===== config.mk =====
export PLATFORM = sky130hd
export DESIGN_NAME = lcd_responder
export DESIGN_NICKNAME = d
export VERILOG_FILES = /design/src/rtl/lcd_responder.sv
export SDC_FILE = /design/constraint.sdc
export NUM_CORES = 1
export LEC_CHECK = 0
export CORE_MARGIN = 8
export CORE_UTILIZATION = 35
export CTS_CLUSTER_DIAMETER = 30
export CTS_CLUSTER_SIZE = 10
export DETAILED_ROUTE_END_ITERATION = 10
export PLACE_DENSITY_LB_ADDON = 0.15
export SKIP_CTS_REPAIR_TIMING = 1
export SLEW_MARGIN = 20
export SYNTH_ARGS = -nofsm -noshare
export SYNTH_HDL_FRONTEND = slang
export SYNTH_SLANG_ARGS = --single-unit

===== constraint.sdc =====
create_clock -name clk -period 27.5 [get_ports clk]
set_input_delay 2.75 -clock clk [delete_from_list [all_inputs] [get_ports clk]]
set_output_delay 2.75 -clock clk [all_outputs]
set_load 0.05 [all_outputs]

===== src/rtl/lcd_responder.sv =====
// HD44780-style LCD bus responder: decodes instructions and data writes from an
// external writer into a 32-entry display RAM, cursor and display-control state.
module lcd_responder #(
    parameter int BUSY_CYC = 40,
    parameter int CLR_CYC  = 1600
) (
    input  logic       clk,
    input  logic       rst,
    input  logic       lcd_rs,
    input  logic       lcd_rw,
    input  logic       lcd_e,
    input  logic [7:0] lcd_d,
    input  logic [4:0] rd_addr,
    output logic [7:0] rd_data,
    output logic [4:0] cursor,
    output logic       disp_on,
    output logic       cursor_on,
    output logic       busy,
    output logic       init_done,
    output logic       cmd_valid,
    output logic [7:0] cmd_code,
    output logic       wr_valid,
    output logic       err
);

    localparam int CW = $clog2(CLR_CYC + 1);

    typedef enum logic [1:0] {
        IDLE  = 2'd0,
        CLEAR = 2'd1,
        WAIT  = 2'd2
    } state_t;

    // bus bit layout inside the synchronizer: [10]=rs [9]=rw [8]=e [7:0]=d
    logic [10:0]   sync1;
    logic [10:0]   sync2;
    logic          e_prev;
    logic          cap_rs;
    logic          cap_rw;
    logic [7:0]    cap_d;
    logic          detect;

    state_t        state, state_nx;
    logic [CW-1:0] cnt, cnt_nx;
    logic [4:0]    fill, fill_nx;
    logic          id, id_nx;
    logic [4:0]    cursor_nx;
    logic          disp_nx, curon_nx, init_nx;
    logic          cmd_valid_nx, wr_valid_nx, err_nx;
    logic [7:0]    cmd_code_nx;
    logic          ram_we;
    logic [4:0]    ram_waddr;
    logic [7:0]    ram_wdata;
    logic [7:0]    ram [32];

    // two-flop synchronizer, falling-edge history and field capture while E is high
    always_ff @(posedge clk or posedge rst) begin
        if (rst) begin
            sync1  <= 11'd0;
            sync2  <= 11'd0;
            e_prev <= 1'b0;
            cap_rs <= 1'b0;
            cap_rw <= 1'b0;
            cap_d  <= 8'd0;
        end else begin
            sync1  <= {lcd_rs, lcd_rw, lcd_e, lcd_d};
            sync2  <= sync1;
            e_prev <= sync2[8];
            if (sync2[8]) begin
                cap_rs <= sync2[10];
                cap_rw <= sync2[9];
                cap_d  <= sync2[7:0];
            end
        end
    end

    assign detect = e_prev & ~sync2[8];

    // next-state, decode and next-output logic
    always_comb begin
        state_nx     = state;
        cnt_nx       = cnt;
        fill_nx      = fill;
        id_nx        = id;
        cursor_nx    = cursor;
        disp_nx      = disp_on;
        curon_nx     = cursor_on;
        init_nx      = init_done;
        cmd_valid_nx = 1'b0;
        wr_valid_nx  = 1'b0;
        err_nx       = 1'b0;
        cmd_code_nx  = cmd_code;
        ram_we       = 1'b0;
        ram_waddr    = cursor;
        ram_wdata    = cap_d;
        case (state)
            IDLE: begin
                if (detect && cap_rw) begin
                    err_nx = 1'b1;
                end else if (detect && cap_rs) begin
                    ram_we      = 1'b1;
                    wr_valid_nx = 1'b1;
                    cursor_nx   = id ? cursor + 5'd1 : cursor - 5'd1;
                    state_nx    = WAIT;
                    cnt_nx      = CW'(BUSY_CYC - 1);
                end else if (detect) begin
                    cmd_valid_nx = 1'b1;
                    cmd_code_nx  = cap_d;
                    state_nx     = WAIT;
                    cnt_nx       = CW'(BUSY_CYC - 1);
                    casez (cap_d)
                        8'b1???????: begin
                            // only the two visible 16-character windows are addressable
                            if (cap_d[6:4] == 3'b000) begin
                                cursor_nx = {1'b0, cap_d[3:0]};
                            end else if (cap_d[6:4] == 3'b100) begin
                                cursor_nx = {1'b1, cap_d[3:0]};
                            end else begin
                                err_nx = 1'b1;
                            end
                        end
                        8'b01??????: begin
                        end
                        8'b001?????: init_nx = 1'b1;
                        8'b0001????: begin
                            if (!cap_d[3]) begin
                                cursor_nx = cap_d[2] ? cursor + 5'd1 : cursor - 5'd1;
                            end else begin
                                cursor_nx = cursor;
                            end
                        end
                        8'b00001???: begin
                            disp_nx  = cap_d[2];
                            curon_nx = cap_d[1];
                        end
                        8'b000001??: id_nx = cap_d[1];
                        8'b0000001?: cursor_nx = 5'd0;
                        8'b00000001: begin
                            cursor_nx = 5'd0;
                            id_nx     = 1'b1;
                            state_nx  = CLEAR;
                            fill_nx   = 5'd0;
                        end
                        default: begin
                        end
                    endcase
                end else begin
                    state_nx = IDLE;
                end
            end
            CLEAR: begin
                err_nx    = detect;
                ram_we    = 1'b1;
                ram_waddr = fill;
                ram_wdata = 8'h20;
                fill_nx   = fill + 5'd1;
                // the 32 fill cycles count toward the total clear busy time
                if (fill == 5'd31) begin
                    state_nx = WAIT;
                    cnt_nx   = CW'(CLR_CYC - 33);
                end else begin
                    state_nx = CLEAR;
                end
            end
            WAIT: begin
                err_nx = detect;
                if (cnt == '0) begin
                    state_nx = IDLE;
                end else begin
                    cnt_nx = cnt - CW'(1);
                end
            end
            default: state_nx = IDLE;
        endcase
    end

    // control state and registered outputs
    always_ff @(posedge clk or posedge rst) begin
        if (rst) begin
            state     <= IDLE;
            cnt       <= '0;
            fill      <= 5'd0;
            id        <= 1'b1;
            cursor    <= 5'd0;
            disp_on   <= 1'b0;
            cursor_on <= 1'b0;
            init_done <= 1'b0;
            busy      <= 1'b0;
            cmd_valid <= 1'b0;
            cmd_code  <= 8'd0;
            wr_valid  <= 1'b0;
            err       <= 1'b0;
        end else begin
            state     <= state_nx;
            cnt       <= cnt_nx;
            fill      <= fill_nx;
            id        <= id_nx;
            cursor    <= cursor_nx;
            disp_on   <= disp_nx;
            cursor_on <= curon_nx;
            init_done <= init_nx;
            busy      <= (state_nx != IDLE);
            cmd_valid <= cmd_valid_nx;
            cmd_code  <= cmd_code_nx;
            wr_valid  <= wr_valid_nx;
            err       <= err_nx;
        end
    end

    // display RAM, reset to blanks
    always_ff @(posedge clk or posedge rst) begin
        if (rst) begin
            for (int i = 0; i < 32; i++) begin
                ram[i] <= 8'h20;
            end
        end else if (ram_we) begin
            ram[ram_waddr] <= ram_wdata;
        end
    end

    // registered read port; a same-cycle write is seen on the following read
    always_ff @(posedge clk or posedge rst) begin
        if (rst) begin
            rd_data <= 8'd0;
        end else begin
            rd_data <= ram[rd_addr];
        end
    end

endmodule


Word-level counts from Yosys, hierarchy flattened
Index checks and enable logic that the tools add are counted.

Multiplexer cells: 50. Bitwise gates (word level): 6. Magnitude comparators: 3. Equal/unequal tests: 19. Add/subtract/negate cells: 4. Reduce and logical (&&, ||, !) cells: 21.

Operators by type and width (count): 256-bit bitwise mux (1); 5-bit 2-to-1 mux (12); 11-bit 2-to-1 mux (5); 8-bit binary-select mux with 5-bit select (1); 8-bit demux with 5-bit select (1); 11-bit one-hot mux with 3 select lines (1); 8-bit 2-to-1 mux (4); 5-bit AND reduction (5); 5-bit one-hot mux with 3 select lines (1); 1-bit 2-to-1 mux (13); 6-bit >= comparator, second input constant (2); 2-bit 2-to-1 mux (6); 5-bit NOT with 6-bit output (2); 11-bit logical NOT (1); 11-bit by 1-bit subtractor with 11-bit output, second input constant (1); 5-bit by 1-bit adder with 5-bit output, second input constant (2); 2-bit inequality test, second input constant (5); 5-bit one-hot mux with 2 select lines (1); 8-bit by 1-bit == test with 1-bit output, second input constant (1); 2-bit nonzero test (4); 7-bit by 1-bit == test with 1-bit output, second input constant (1); 6-bit by 1-bit == test with 1-bit output, second input constant (1); 6-bit by 1-bit < comparator with 1-bit output, second input constant (1); 3-bit inequality test, second input constant (2); other kinds (22) (29).

Bits of input ports: 18. Flip-flop bits (word level): 336. Word-level logic and storage cells: 155.

Depth between registers and ports, before layout
Gate-level depths: netlist of run 1.

Depth in word-level cells: 8. Gate-level depth with buffers: 9. Mapped depth without buffers: 8.

Worst setup path after synthesis of run 1
No wires, ideal clock.

Kind: in2reg. Start: input rd_addr[1]. End: register rd_data[6]. Setup time: 0.135 ns. Setup slack: 23.247 ns. Data arrival time: 4.118 ns. Data required time: 27.365 ns. Stages: 6. Buffers on the path: 3. Cell sequence: clkbuf_1 > clkbuf_1 > buf_2 > mux4_2 > a22oi_1 > nand4_1.

Cells in the longest elaborated chain, start to end: 4.

Ends and longest elaborated chain: from (decl) (line 13) `input logic [4:0] rd_addr,`; 5-bit NOT with 6-bit output (implied by the code) (line 226) `rd_data <= ram[rd_addr];`; 8-bit binary-select mux with 5-bit select (line 226); 8-bit 2-to-1 mux (implied by the code) (2 in a row) (line 226); to (signal assigned) (line 226); to (decl) (line 14) `output logic [7:0] rd_data,`.

No other way between the ends. The select of a mux whose other input is x is not followed. A chain may end at the register's enable or synchronous reset.

==> flow_summary.ini, run 1 <==
[outcome]
status = complete, no violations

[clocking]
tritoncts = built
clock_path_buffers = 3
clock-sinks = 336
cts_buffers = 89
cts_root_buf = clkbuf_16
htreeDepth = 3
clkTransAtPathRegs_ns = 0.05
insertion_delay_ns = 0.62

[drt]
postRouteAntennaNets = 0
post_drt_wl_per_cell_um = 23.0
routed_wl_mm = 46.0
met1_length_mm = 21.0
vias = 10900
drtIter0Drc = 807
viasPerCell = 5.48
drtPass1Iterations = 7
met3WireLength_mm = 2.56
dr_wl_met2_mm = 20.8
drc = 0
routed.top_layer = met4

[critical_path]
r2r_cells = 4
endpoint_kind = asynchronous set/reset pin
required_ns = 28.09
r2r_start = sync2[8]
reg2reg_to = ram[31]
rrSetupSlack_ns = 24.40
path_max_fanout = 132
startpoint = rst
worstSetupPathType = input port to asynchronous set/reset pin
cp_data_arrival_time_ns = 5.87
critPathCapture = ram[64]
startpoint_type = input port

[synth]
ys_ff_latch = 336
synth_most_common_cell = dfrtp_1
synth_top_area_share_pct = 49.2
synth_nets = 1282
synth_cells = 1255
synth_area_leader_cell = dfrtp_1
synth_seq_area_share_pct = 54.9
async_flop_share_pct = 100
syn_avg_cell_area_um2 = 12.3
ys_types = 77
yosys-top-cells-area = dfrtp_1, mux2_2, o2bb2ai_1
synth_edf_count = 0
ys_top_cells_by_count = dfrtp_1, o2bb2ai_1, o21ai_0
syn_area_um2 = 15400
synth_ff_type = dfrtp_1
ys_warn_count = 0

[timing]
finalMaxSlewViolations = 0
setup_violations = 0
tns_ns = 0
grt_setup_unrepaired = false
layout_min_cycle_time_ns = 5.29
slew_headroom_pct = 26.8
hold_viol = 0
hold_slack_ns = 0.341
worstMarginPinSlew_ns = 1.10
clock.fmax_mhz = 189
fin_crit_sh_pct = 19.2
skew_ns = 0.0200

[power_and_ir_drop]
powerDensity_nw_per_um2 = 111
p_leak_nw = 8.64
switching_share_pct = 29.7
p_comb_share_pct = 17.8
p_switching_w = 0.000649
power.share.clock_pct = 52.2
seqPwrFrac_pct = 30.0
p_int_w = 0.00153
p_total_w = 0.00218
ir_drop_mv = 0.0695

[placement]
port-buffer-count = 45
dp.cells = 1828
gp_routability_congestion = 0.828
dp_hpwl_mm = 29.4

[die]
num_rows = 77
start_util_pct = 35.1
die_area_um2 = 51000
die_x_um = 226
core_um2 = 43800
die_y_um = 226
io_pins = 46

[global_route]
grt_max_degree = 133
antenna_found_initial = 0
grt_pass1_wl_mm = 71.7
grt_pass1_vias = 11500
overflow = 0
grt_usage_pct = 18.5

[cells_and_area]
fin_cells = 1995
area_growth_pct = 28.2
nets = 1354
drive_gt1_share_pct = 26.9
nFillCells = 4023
antenna_cells = 0

[hold_path]
hold_class = flip-flop to flip-flop

[run]
maxCapViolations = 0
==> registers in the layout, indices dropped and copies added (netlist names), 2 cells and up <==
| register | cells |
|---|---|
| ram | 256 |
| cnt | 11 |
| sync1 | 11 |
| sync2 | 11 |
| cap_d | 8 |
| cmd_code | 8 |
| rd_data | 8 |
| cursor | 5 |
| fill | 5 |
| state | 2 |
==> stage by stage <==
step	utilization, %	setup WS [ns]	area, um^2
after detailed placement	37.4	21.48	16400
final	45.0	22.21	19700
after global routing	45.0	21.74	19700
after CTS	45.0	22.11	19700
after global placement	37.3	21.46	16400
after floorplan	-	15.49	15400
==> worst min path at each step <==
stage | depth (start not counted) | to | from | slack (ns)
after detailed placement | 0 | sync2[3] | sync1[3] | 0.33
after global placement | 0 | sync2[6] | sync1[6] | 0.33
after floorplan | 0 | sync2[0] | sync1[0] | 0.33
after global routing | 0 | sync2[8] | sync1[8] | 0.35
final | 0 | sync2[2] | sync1[2] | 0.34
after CTS | 0 | sync2[2] | sync1[2] | 0.34
==> critical path, cell delays in order <==
cell	delay [ns]
clkdlybuf4s50_1	0.53
inv_8	0.59
buf_4	0.83
buf_4	0.86
==> power by group through the flow <==
stage	Sequential, W	Clock [W]	Combinational, W
after floorplan	0.000678	0	0.000234
after global placement	0.000661	0	0.000384
after detailed placement	0.000659	0	0.000389
after CTS	0.000654	0.00116	0.000390
after global routing	0.000666	0.00119	0.000421
final	0.000655	0.00114	0.000388
==> logic make-up (layout without fill, tap and decap cells) <==
group           count (synthesis)  after routing  share of synthesized area [%]
xor+xnor                        4              4                          0.228
flops                         336            336                           54.9
mux                           189            189                           15.6
compound gates                344            344                           16.2
simple gates                  260            260                           9.23
fa+ha+maj                       9              9                          0.731
buf+inv                       113            261                           3.06
==> layer usage <==
layer / global-route usage, % / vias to the layer above
met5: 0 / -
met4: 7.69 / 0
met3: 4.84 / 87
met2: 28.4 / 298
met1: 24.8 / 5651
li1: - / 4892
==> layout by cell type (no fill, tap or decap), types with 20 or more instances in the layout <==
master and instances:
buf_4 20, clkdlybuf4s50_1 43, dfstp_2 33, nor2_1 32, o2bb2ai_1 114, mux2_2 92
nand2_1 99, dfrtp_1 303, o21ai_0 100, clkbuf_16 89, nand3_1 23, a22oi_1 49
mux2i_1 65, inv_1 29, mux4_2 32
==> final cells by class <==
type	count	area [um^2]	area share, %
clock buffer	112	2480	12.6
inverter	30	120	0.609
timing repair buffer	64	586	2.97
multi-input combinational	806	6490	32.9
tap	592	741	3.75
sequential	336	8450	42.8
clock inverter	55	867	4.39
(Power assumes the default switching activity.)
==> run 2, diff against run 1 <==
==> constraint.sdc (replaced) <==
create_clock -name clk -period 5.16 [get_ports clk]
set_input_delay 0.516 -clock clk [delete_from_list [all_inputs] [get_ports clk]]
set_output_delay 0.516 -clock clk [all_outputs]
set_load 0.05 [all_outputs]
==> flow_summary.ini, run 2 (same netlist as run 1, synthesis figures left out) <==
[outcome]
status = complete, no violations

[global_route]
grt_busiest_layer = met2
grt_pass1_vias = 11400
use_met2_pct = 27.3
grt_usage_pct = 18.3
grt_use_met1_pct = 25.8
overflow = 0
antenna_found_initial = 0
grt_pass1_wl_mm = 71.2
use_met3_pct = 3.93
grt_max_degree = 130

[clocking]
htreeDepth = 3
clock_path_buffers = 3
clkTransAtPathRegs_ns = 0.04
cts_buffers = 88
clock-sinks = 336
cts_root_buf = clkbuf_16
insertion_delay_ns = 0.61
tritoncts = built

[cells_and_area]
final_core_util_pct = 44.9
top_register = ram
mostFrequentLayoutCells = dfrtp_1, o2bb2ai_1, o21ai_0
antenna_cells = 0
drive_gt1_share_pct = 26.1
fin_cells = 1997
largest_reg_flops = 256
design_area_um2 = 19700
nets = 1358
layout_commonest_cell = dfrtp_1
area_growth_pct = 27.7

[hold_path]
min_path_cells = 0
min_to = sync2[10]
min_from = sync1[10]
hold_class = flip-flop to flip-flop

[critical_path]
rrSetupSlack_ns = 2.22
required_ns = 5.64
worstSetupPathType = flip-flop to flip-flop
reg2reg_to = ram[63]
r2r_start = sync2[8]
r2r_cells = 4
startpoint = sync2[8]
endpoint_kind = flip-flop
path_max_fanout = 15
startpoint_type = flip-flop
cp_data_arrival_time_ns = 3.42

[placement]
dp.cells = 1833
dp_hpwl_mm = 29.8
dpl_cell_area_um2 = 16500
port-buffer-count = 45
gp_routability_congestion = 0.807

[timing]
tns_ns = 0
setup_violations = 0
layout_min_cycle_time_ns = 2.94
fin_crit_sh_pct = 56.9
worstMarginPinSlew_ns = 1.14
clock.fmax_mhz = 340
grt_setup_unrepaired = false
slew_headroom_pct = 23.9
skew_ns = 0.0229
hold_viol = 0
finalMaxSlewViolations = 0

[die]
die_y_um = 226
core_um2 = 43800
die_x_um = 226
io_pins = 46
die_area_um2 = 51000
num_rows = 77
start_util_pct = 35.1

[power_and_ir_drop]
switching_share_pct = 29.7
p_int_w = 0.00803
p_comb_share_pct = 18.2
ir_drop_mv = 0.454
p_switching_w = 0.00339
powerDensity_nw_per_um2 = 580
p_total_w = 0.0114
power.share.clock_pct = 51.2
seqPwrFrac_pct = 30.6
p_leak_nw = 8.61

[drt]
drtPass1Iterations = 5
routed_wl_mm = 45.7
drc = 0
viasPerCell = 5.44
postRouteAntennaNets = 0
vias = 10900
post_drt_wl_per_cell_um = 22.9
drtIter0Drc = 970

[run]
maxCapViolations = 0
==> run 2: cell types whose count changed in the layout (fill, tap and decap cells not counted), sizes merged <==
cell	before	now
buf	21	26
clkinvlp	13	8
clkbuf	112	114
inv	39	41
bufinv	17	16
clkinv	16	15
==> run 2: how the worst max path moves through the flow <==
stage / depth (start not counted) / end
after floorplan: 1 / busy
after detailed placement: 4 / ram[7]
final: 4 / ram[63]
after CTS: 4 / ram[7]
after global routing: 4 / ram[63]
after global placement: 4 / ram[7]
==> run 2: cell type report <==
cell class	count	area, um^2
timing repair buffer	69	673
multi-input combinational	806	6490
clock inverter	50	762
fill	4021	24200
sequential	336	8450
inverter	30	116
tap	592	741
clock buffer	114	2430
==> run 2: power groups by stage <==
stage	logic, W	clock network [W]	registers, W
5_1_grt	0.00225	0.00608	0.00354
2_1_floorplan	0.00125	0	0.00361
3_3_place_gp	0.00205	0	0.00351
3_5_place_dp	0.00208	0	0.00351
4_1_cts	0.00208	0.00595	0.00348
6_report	0.00208	0.00585	0.00349
==> run 2: critical path: stages, from the launching register on <==
cell,delay [ns]
dfrtp_1,0.55
nand3b_2,0.42
o21ai_1,0.62
nand4_1,0.71
mux2_2,0.50
==> run 2: stage by stage <==
step | setup WS [ns] | hold WS, ns
5_1_grt | 1.97 | 0.331
6_report | 2.22 | 0.342
4_1_cts | 2.25 | 0.316
3_3_place_gp | 2.25 | 0.332
2_1_floorplan | 0.180 | 0.331
3_5_place_dp | 2.24 | 0.336
==> run 2: routing by layer <==
layer / wire (um) / up-vias
li1: - / 4908
met1: 21700 / 5569
met2: 20400 / 300
met3: 2320 / 79
met4: 1190 / 0
met5: 0 / -
